File: config.mk
export PLATFORM = sky130hd
export DESIGN_NAME = dadda_product_accumulator
export DESIGN_NICKNAME = d
export VERILOG_FILES = /design/src/rtl/dadda_pkg.sv /design/src/rtl/dadda_product_accumulator.sv
export SDC_FILE = /design/constraint.sdc
export NUM_CORES = 1
export LEC_CHECK = 0
export ABC_AREA = 0
export BUFFER_PORTS_ARGS = -buffer_cell sky130_fd_sc_hd__buf_2
export CORE_AREA = 2 2 112 142
export DETAILED_ROUTE_END_ITERATION = 8
export DIE_AREA = 0 0 114 144
export PLACE_DENSITY = 0.64
export SLEW_MARGIN = 20
export SYNTH_ARGS = -nofsm -noshare
export SYNTH_HDL_FRONTEND = slang
export SYNTH_SLANG_ARGS = --single-unit
File: constraint.sdc
create_clock -name clock -period 2.8 [get_ports clock]
set_input_delay 0.56 -clock clock [delete_from_list [all_inputs] [get_ports clock]]
set_output_delay 0.56 -clock clock [all_outputs]
set_load 0.01 [all_outputs]
File: src/rtl/dadda_pkg.sv
`default_nettype none
// +--------------------------------------------------------------------------+
// | dadda_pkg : shared constants and FSM state type for the Dadda datapath   |
// | Revision  : 1.0                                                          |
// +--------------------------------------------------------------------------+
package dadda_pkg;
   localparam int BIT           = 16;
   localparam int PROD_W        = 2 * BIT;
   localparam int ACC_W_DEFAULT = 40;

   typedef enum logic [1:0] {
      IDLE  = 2'd0,
      ACCUM = 2'd1,
      HOLD  = 2'd2
   } state_t;
endpackage
`default_nettype wire

File: src/rtl/dadda_product_accumulator.sv
`default_nettype none
// +--------------------------------------------------------------------------+
// | dadda_product_accumulator : sums product frames into a held output reg   |
// | Revision : 1.0                                                           |
// +--------------------------------------------------------------------------+
module dadda_product_accumulator #(
   parameter int PROD_W  = dadda_pkg::PROD_W,
   parameter int ACC_W   = dadda_pkg::ACC_W_DEFAULT,
   parameter int CNT_W   = 8,
   parameter int MAX_LEN = 255
) (
   input  logic              clock,
   input  logic              reset_n,
   input  logic              in_valid,
   output logic              in_ready,
   input  logic [PROD_W-1:0] in_product,
   input  logic              in_last,
   output logic              out_valid,
   input  logic              out_ready,
   output logic [ACC_W-1:0]  out_sum,
   output logic [CNT_W-1:0]  out_count,
   output logic              out_overflow
);
   import dadda_pkg::state_t;
   import dadda_pkg::IDLE;
   import dadda_pkg::ACCUM;
   import dadda_pkg::HOLD;

   localparam logic [CNT_W-1:0] C_MAX_LEN  = CNT_W'(MAX_LEN);
   localparam logic             C_ONE_SHOT = (MAX_LEN == 1);

   state_t           r_state;
   state_t           w_state_next;
   logic [ACC_W-1:0] r_acc;
   logic [CNT_W-1:0] r_cnt;
   logic             r_ovf;
   logic             r_ready;

   logic [ACC_W:0]   w_sum;
   logic             w_carry;
   logic [CNT_W-1:0] w_cnt_inc;
   logic             w_accept;
   logic             w_close;

   assign in_ready  = r_ready;
   assign w_accept  = in_valid & r_ready;
   assign w_sum     = {1'b0, r_acc} + (ACC_W + 1)'(in_product);
   assign w_carry   = w_sum[ACC_W];
   assign w_cnt_inc = r_cnt + 1'b1;

   always_comb begin
      w_state_next = r_state;
      w_close      = 1'b0;
      case (r_state)
         IDLE: begin
            if (w_accept) begin
               w_close      = in_last | C_ONE_SHOT;
               w_state_next = w_close ? HOLD : ACCUM;
            end
         end
         ACCUM: begin
            if (w_accept) begin
               w_close      = in_last | (w_cnt_inc == C_MAX_LEN);
               w_state_next = w_close ? HOLD : ACCUM;
            end
         end
         HOLD: begin
            if (out_ready) begin
               w_state_next = IDLE;
            end
         end
         default: w_state_next = IDLE;
      endcase
   end

   always_ff @(posedge clock) begin
      if (!reset_n) begin
         r_state      <= IDLE;
         r_acc        <= '0;
         r_cnt        <= '0;
         r_ovf        <= 1'b0;
         r_ready      <= 1'b0;
         out_valid    <= 1'b0;
         out_sum      <= '0;
         out_count    <= '0;
         out_overflow <= 1'b0;
      end else begin
         r_state <= w_state_next;
         // Ready is registered from the next state so it never depends on in_valid.
         r_ready <= (w_state_next != HOLD);
         case (r_state)
            IDLE: begin
               if (w_accept) begin
                  if (w_close) begin
                     out_valid    <= 1'b1;
                     out_sum      <= ACC_W'(in_product);
                     out_count    <= CNT_W'(1);
                     out_overflow <= 1'b0;
                  end else begin
                     r_acc <= ACC_W'(in_product);
                     r_cnt <= CNT_W'(1);
                     r_ovf <= 1'b0;
                  end
               end
            end
            ACCUM: begin
               if (w_accept) begin
                  if (w_close) begin
                     out_valid    <= 1'b1;
                     out_sum      <= w_sum[ACC_W-1:0];
                     out_count    <= w_cnt_inc;
                     out_overflow <= r_ovf | w_carry;
                  end else begin
                     r_acc <= w_sum[ACC_W-1:0];
                     r_cnt <= w_cnt_inc;
                     r_ovf <= r_ovf | w_carry;
                  end
               end
            end
            HOLD: begin
               if (out_ready) begin
                  out_valid <= 1'b0;
                  r_acc     <= '0;
                  r_cnt     <= '0;
                  r_ovf     <= 1'b0;
               end
            end
            default: ;
         endcase
      end
   end
endmodule
`default_nettype wire

Yosys cells after proc, flatten, opt, wreduce, memory -nomap -nowiden
Cells that the tools add are included.
W data, S select, Z words.
{"block": "totals", "wordCells": 80, "out_inout_bits": 51, "input_bits": 37, "reg_bits": 102}
{"block": "classes", "n_reduce_logical": 8, "addsub": 2, "bitwise_logic": 3, "n_eq_ne": 13, "muxes": 45}
{"cell": "$mux W40", "n": 9}
{"cell": "$pmux W40 S3", "n": 1}
{"cell": "$pmux W40 S2", "n": 1}
{"cell": "$mux W8", "n": 9}
{"cell": "$add A40 B32 Y41", "n": 1}
{"cell": "$pmux W8 S3", "n": 1}
{"cell": "$ne A2 B2 Y1 const B", "n": 8}
{"cell": "$pmux W8 S2", "n": 1}
{"cell": "$mux W1", "n": 13}
{"cell": "$mux W2", "n": 5}
{"cell": "$add A8 B1 Y8 const B", "n": 1}
{"cell": "$eq A8 B8 Y1 const B", "n": 1}
{"cell": "$pmux W1 S2", "n": 3}
{"cell": "$pmux W2 S3", "n": 1}
{"cell": "$reduce_and A6 Y1", "n": 1}
{"cell": "$reduce_and A5 Y1", "n": 1}
{"cell": "$ne A2 B1 Y1 const B", "n": 2}
{"cell": "$reduce_and A4 Y1", "n": 1}
{"cell": "$reduce_bool A2 Y1", "n": 2}
{"cell": "$pmux W1 S3", "n": 1}
{"cell": "$reduce_bool A3 Y1", "n": 1}
{"cell": "$eq A2 B1 Y1 const B", "n": 1}
{"cell": "$eq A2 B2 Y1 const B", "n": 1}
{"cell": "$logic_not A2 Y1", "n": 1}
{"cell": "3 further kinds", "n": 4}

Logic depth before layout (Yosys ltp)
{"block": "depth", "depth_word": 8, "mapped_depth": 12, "ltp_nobuf": 11}

Least setup slack after synthesis
OpenSTA, ideal clock, no wires.
{"block": "synth_timing", "kind": "input -> register", "startpoint": "input in_product[0]", "endpoint": "register out_overflow", "arrival_time_ns": 2.842, "slack_ns": -0.164, "n_path_buf": 0, "path_stages": 11, "t_required_ns": 2.678, "setup_time_ns": 0.122, "cell_sequence": "ha_1 -> inv_1 -> fa_1 -> nand2b_1 -> a21oi_1 -> o2111ai_1 -> a31oi_1 -> a21o_1 -> a2111oi_4 -> nor4_1 -> a221o_1"}
{"block": "synth_via", "elab_chain_cells": 5}
{"element": "start: declaration", "line": "dadda_product_accumulator.sv:16", "text": "input logic [PROD_W-1:0] in_product,"}
{"element": "$add A40 B32 Y41", "line": "dadda_product_accumulator.sv:47", "text": "assign w_sum = {1'b0, r_acc} + (ACC_W + 1)'(in_product);"}
{"element": "$or A1 B1 Y1", "line": "dadda_product_accumulator.sv:112", "text": "out_overflow <= r_ovf | w_carry;"}
{"element": "$mux W1", "line": "dadda_product_accumulator.sv:108", "text": "if (w_close) begin"}
{"element": "$mux W1", "line": "dadda_product_accumulator.sv:107", "text": "if (w_accept) begin"}
{"element": "$pmux W1 S2", "line": "dadda_product_accumulator.sv:91", "text": "case (r_state)"}
{"element": "end signal: assignment", "line": "dadda_product_accumulator.sv:112"}
{"element": "end: declaration", "line": "dadda_product_accumulator.sv:22", "text": "output logic out_overflow"}
No other way between the ends. The select of a mux whose other input is x is not followed.
A chain may end at the register's enable or synchronous reset.

Final worst setup path
{"block": "layout_timing", "startpoint": "register r_acc[15]", "endpoint": "register r_acc[39]"}
{"block": "layout_via", "elab_chain_cells": 4}
{"element": "start: declaration", "line": "dadda_product_accumulator.sv:34", "text": "logic [ACC_W-1:0] r_acc;"}
{"element": "start signal: assignment", "line": "dadda_product_accumulator.sv:100", "text": "r_acc <= ACC_W'(in_product);"}
{"element": "start signal: assignment", "line": "dadda_product_accumulator.sv:114", "text": "r_acc <= w_sum[ACC_W-1:0];"}
{"element": "$add A40 B32 Y41", "line": "dadda_product_accumulator.sv:47"}
{"element": "$mux W40", "line": "dadda_product_accumulator.sv:108"}
{"element": "$mux W40", "line": "dadda_product_accumulator.sv:107"}
{"element": "$pmux W40 S3", "line": "dadda_product_accumulator.sv:91"}
No other way between the ends. The select of a mux whose other input is x is not followed.

==> insert_results.sql <==
INSERT INTO impl_metrics (metric_group, metric, value, unit) VALUES
('sta', 'final_hold_viol_count', '0', ''),
('yosys', 'synth_area_per_cell', '7.714', 'um^2'),
('routing', 'drtIter0Drc', '419', ''),
('finish', 'layout-drive-gt1-share', '28.03', '%'),
('finish', 'multi_input_area', '4546', 'um^2'),
('yosys', 'postSynth.asyncResetShare', '0', '%'),
('yosys', 'synth.cell_area', '6680', 'um^2'),
('floorplanning', 'start_util', '43.99', '%'),
('floorplanning', 'core_area', '15190', 'um^2'),
('finish', 'antenna_cells', '0', ''),
('routing', 'drtPass1Iterations', '5', ''),
('floorplanning', 'floorplan.die_area', '16420', 'um^2'),
('routing', 'routed_wire_length_per_instance', '16.62', 'um'),
('routing', 'drt.antenna.violating_nets', '0', ''),
('setup_path', 'worstSetupEndpointType', 'flip-flop', ''),
('placement', 'place.gp.congestion', '0.9017', ''),
('sta', 'setup_total_negative_slack', '0', 'ps'),
('yosys', 'synth_largest_type_area_fraction', '30.57', '%'),
('finish', 'ff_latch_area', '2051', 'um^2'),
('clock_tree', 'worst_setup_hold_path_clk_slew', '70', 'ps'),
('grt', 'pin_count_of_the_biggest_net_entering_global_routing', '43', ''),
('yosys', 'yosys.area_share.simple', '20.34', '%'),
('sta', 'fmax', '362.2', 'MHz'),
('setup_path', 'timing.critical_path.fanout_max', '7', ''),
('status', 'status', 'complete, no violations', ''),
('yosys', 'synthAdderAreaFrac', '7.417', '%'),
('grt', 'grt.total_usage', '25.12', '%'),
('clock_tree', 'h-tree-depth', '3', ''),
('setup_path', 'cp.required', '3080', 'ps'),
('sta', 'setup_repair_after_global_routing_missed_its_margin', 'yes', ''),
('power', 'worst_ir_drop_vdd', '0.0003009', 'V'),
('routing', 'dr_total_vias', '7061', ''),
('sta', 'setup_slack', '39.40', 'ps'),
('yosys', 'dominant_cell_type_by_area_after_synthesis', 'sky130_fd_sc_hd__dfxtp_1', ''),
('sta', 'post-route-min-period', '2761', 'ps'),
('sta', 'skew', '9.755', 'ps'),
('grt', 'wire_length_of_the_first_global_routing_pass', '33110', 'um'),
('yosys', 'postSynthRegisterBits', '102', ''),
('yosys', 'synth_compound_area_share', '30.60', '%'),
('sta', 'final_report_max_slew_violation_count', '0', ''),
('clock_tree', 'root_buffer', 'sky130_fd_sc_hd__clkbuf_16', ''),
('setup_path', 'cp_cell_sequence', 'ha_4 > and3_4 > nand3_2 > or3_4 > nor4_4 > o31ai_4 > o31ai_4 > or4b_1 > a31oi_1', ''),
('placement', 'place_ws', '-382.2', 'ps'),
('placement', 'numPortBuffers', '87', ''),
('floorplanning', 'die-height', '144', 'um'),
('floorplanning', 'die_w', '114', 'um'),
('clock_tree', 'cts_max_path_buffers', '2', ''),
('routing', 'avgViaCountPerCell', '5.774', ''),
('routing', 'drc_violation_count_after_routing', '0', ''),
('setup_path', 'cpPeakStageDelay', '470', 'ps'),
('setup_path', 'setup.worst_path.class', 'flip-flop to flip-flop', ''),
('yosys', 'parity_gate_share_of_the_synthesized_area_counting_xor_and_xnor_cells', '3.671', '%'),
('grt', 'vias_in_the_first_global_route', '6727', ''),
('setup_path', 'timing.critical_path.from_type', 'flip-flop', ''),
('power', 'p_per_area', '480.1', 'nW/um^2'),
('yosys', 'synth_seq_area_share', '30.57', '%'),
('clock_tree', 'tritoncts', 'yes', ''),
('sta', 'setup_viol_count_final', '0', ''),
('sta', 'timing.max_slew.rel_slack', '60.76', '%'),
('finish', 'final.fill_count', '1462', ''),
('routing', 'finalWirelength', '20330', 'um'),
('yosys', 'mapped_cells', '866', ''),
('sta', 'max_slew.worst_pin.slew', '586.5', 'ps'),
('clock_tree', 'cts.sink_count', '102', ''),
('floorplanning', 'placementRows', '51', ''),
('setup_path', 'timing.critical_path.arrival', '3040', 'ps'),
('yosys', 'synth-main-ff-cell', 'sky130_fd_sc_hd__dfxtp_1', ''),
('finish', 'nNetsFinal', '1110', ''),
('power', 'leakagePower', '0.003648', 'uW'),
('setup_path', 'critical_path.slowest_cell', 'sky130_fd_sc_hd__or4b_1', ''),
('setup_path', 'critical_path.most_common_cell', 'sky130_fd_sc_hd__o31ai_4', '');
==> placed cells by master, fill, tap and decap left out, drive strengths merged, types with 6 or more instances in the layout <==
cell    count
mux2i      14
o31ai       6
buf       219
a32oi       7
and3       14
a21o       14
xnor2      15
clkbuf     12
a31oi      17
nand3      45
nor2       73
nor3       16
ha         38
a311oi      8
o21ai      72
nand4      15
dfxtp     102
o211ai      8
xor2       13
or3         6
nor2b       8
a21oi     124
inv        17
nand2      73
a211oi     21
==> layer usage <==
layer / GRT usage, % / up-vias / wire length (um)
met1: 30.48 / 3330 / 8772
met5: 0 / - / 0
met4: 9.178 / 0 / 451
met3: 2.431 / 29 / 701
met2: 45.86 / 158 / 10400
li1: - / 3544 / -
==> path summary, 6_finish.rpt <==
kind | from | end | slack, ps | depth (start not counted)
worst max-delay path | r_acc[15] | r_acc[39] | 40 | 9
worst min register to register | out_count[4] | out_count[4] | 440 | 2
worst min-delay path | out_count[4] | out_count[4] | 440 | 2
worst max register to register | r_acc[15] | r_acc[39] | 40 | 9
==> cell usage after synthesis (all sizes together), types with 4 or more instances <==
cell / instances
a21oi: 124
dfxtp: 102
nand2: 73
nor2: 73
o21ai: 72
clkbuf: 48
nand3: 45
ha: 38
a211oi: 21
a31oi: 17
inv: 17
nor3: 16
nand4: 15
xnor2: 15
a21o: 14
and3: 14
buf: 14
mux2i: 14
xor2: 13
a311oi: 8
nor2b: 8
o211ai: 8
a32oi: 7
o31ai: 6
or3: 6
and2: 5
nand2b: 5
nor4: 5
a211o: 4
a41oi: 4
o2111ai: 4
o21a: 4
or2: 4
==> registers in the layout, indices dropped and copies added, names as in the netlist <==
signal        count
out_sum          40
out_count         8
out_overflow      1
r_acc            40
r_state           2
r_ovf             1
r_cnt             8
out_valid         1
in_ready          1
==> what timing repair did <==
action,in CTS,in global routing
endpoints found under the setup margin,3,39
resized for setup,1,31
buffers inserted,0,9
pin swaps,1,15
==> layout make-up <==
type,count,share of cell area [%]
Multi-Input combinational cell,683,52.71
Sequential cell,102,23.78
Clock inverter,3,0.2467
Tap cell,185,2.684
Inverter,19,0.8561
Timing Repair Buffer,219,16.86
Clock buffer,12,2.858
==> cell families (layout without fill, tap and decap cells) <==
logic type / after synthesis / in the layout
XOR/XNOR: 28 / 28
flip-flops: 102 / 102
AND/OR/NAND/NOR: 279 / 279
adder cells (fa/ha/maj): 39 / 39
buffers and inverters: 81 / 253
AO/OA/AOI/OAI: 320 / 320
multiplexers: 17 / 17
==> worst max-delay path: cells and delay by family (launching register included) <==
family / cells / cell delay (ps)
simple gates: 5 / 1480
fa+ha+maj: 1 / 260
compound gates: 3 / 610
flops: 1 / 340
==> per-stage QoR <==
| stage | total power [uW] | area [um^2] | utilization (%) | std cells | hold slack, ps |
|---|---|---|---|---|---|
| 2_1_floorplan | 2403 | 6787 | - | 866 | 457.2 |
| 3_3_place_gp | 2903 | 8147 | 53.64 | 1199 | 434.5 |
| 3_5_place_dp | 2910 | 8147 | 53.64 | 1199 | 439.9 |
| 4_1_cts | 4110 | 8418 | 55.43 | 1214 | 449.8 |
| 5_1_grt | 4362 | 8623 | 56.78 | 1223 | 474.9 |
| 6_report | 4140 | 8623 | 56.78 | 1223 | 444.8 |
==> power breakdown <==
| group | total (uW) | switching (uW) | leakage (uW) | internal, uW |
|---|---|---|---|---|
| Combinational | 1360 | 769 | 0.00269 | 594 |
| Clock | 1190 | 569 | 0.000129 | 624 |
| Sequential | 1580 | 50.2 | 0.000831 | 1530 |
(Power assumes the default switching activity.)
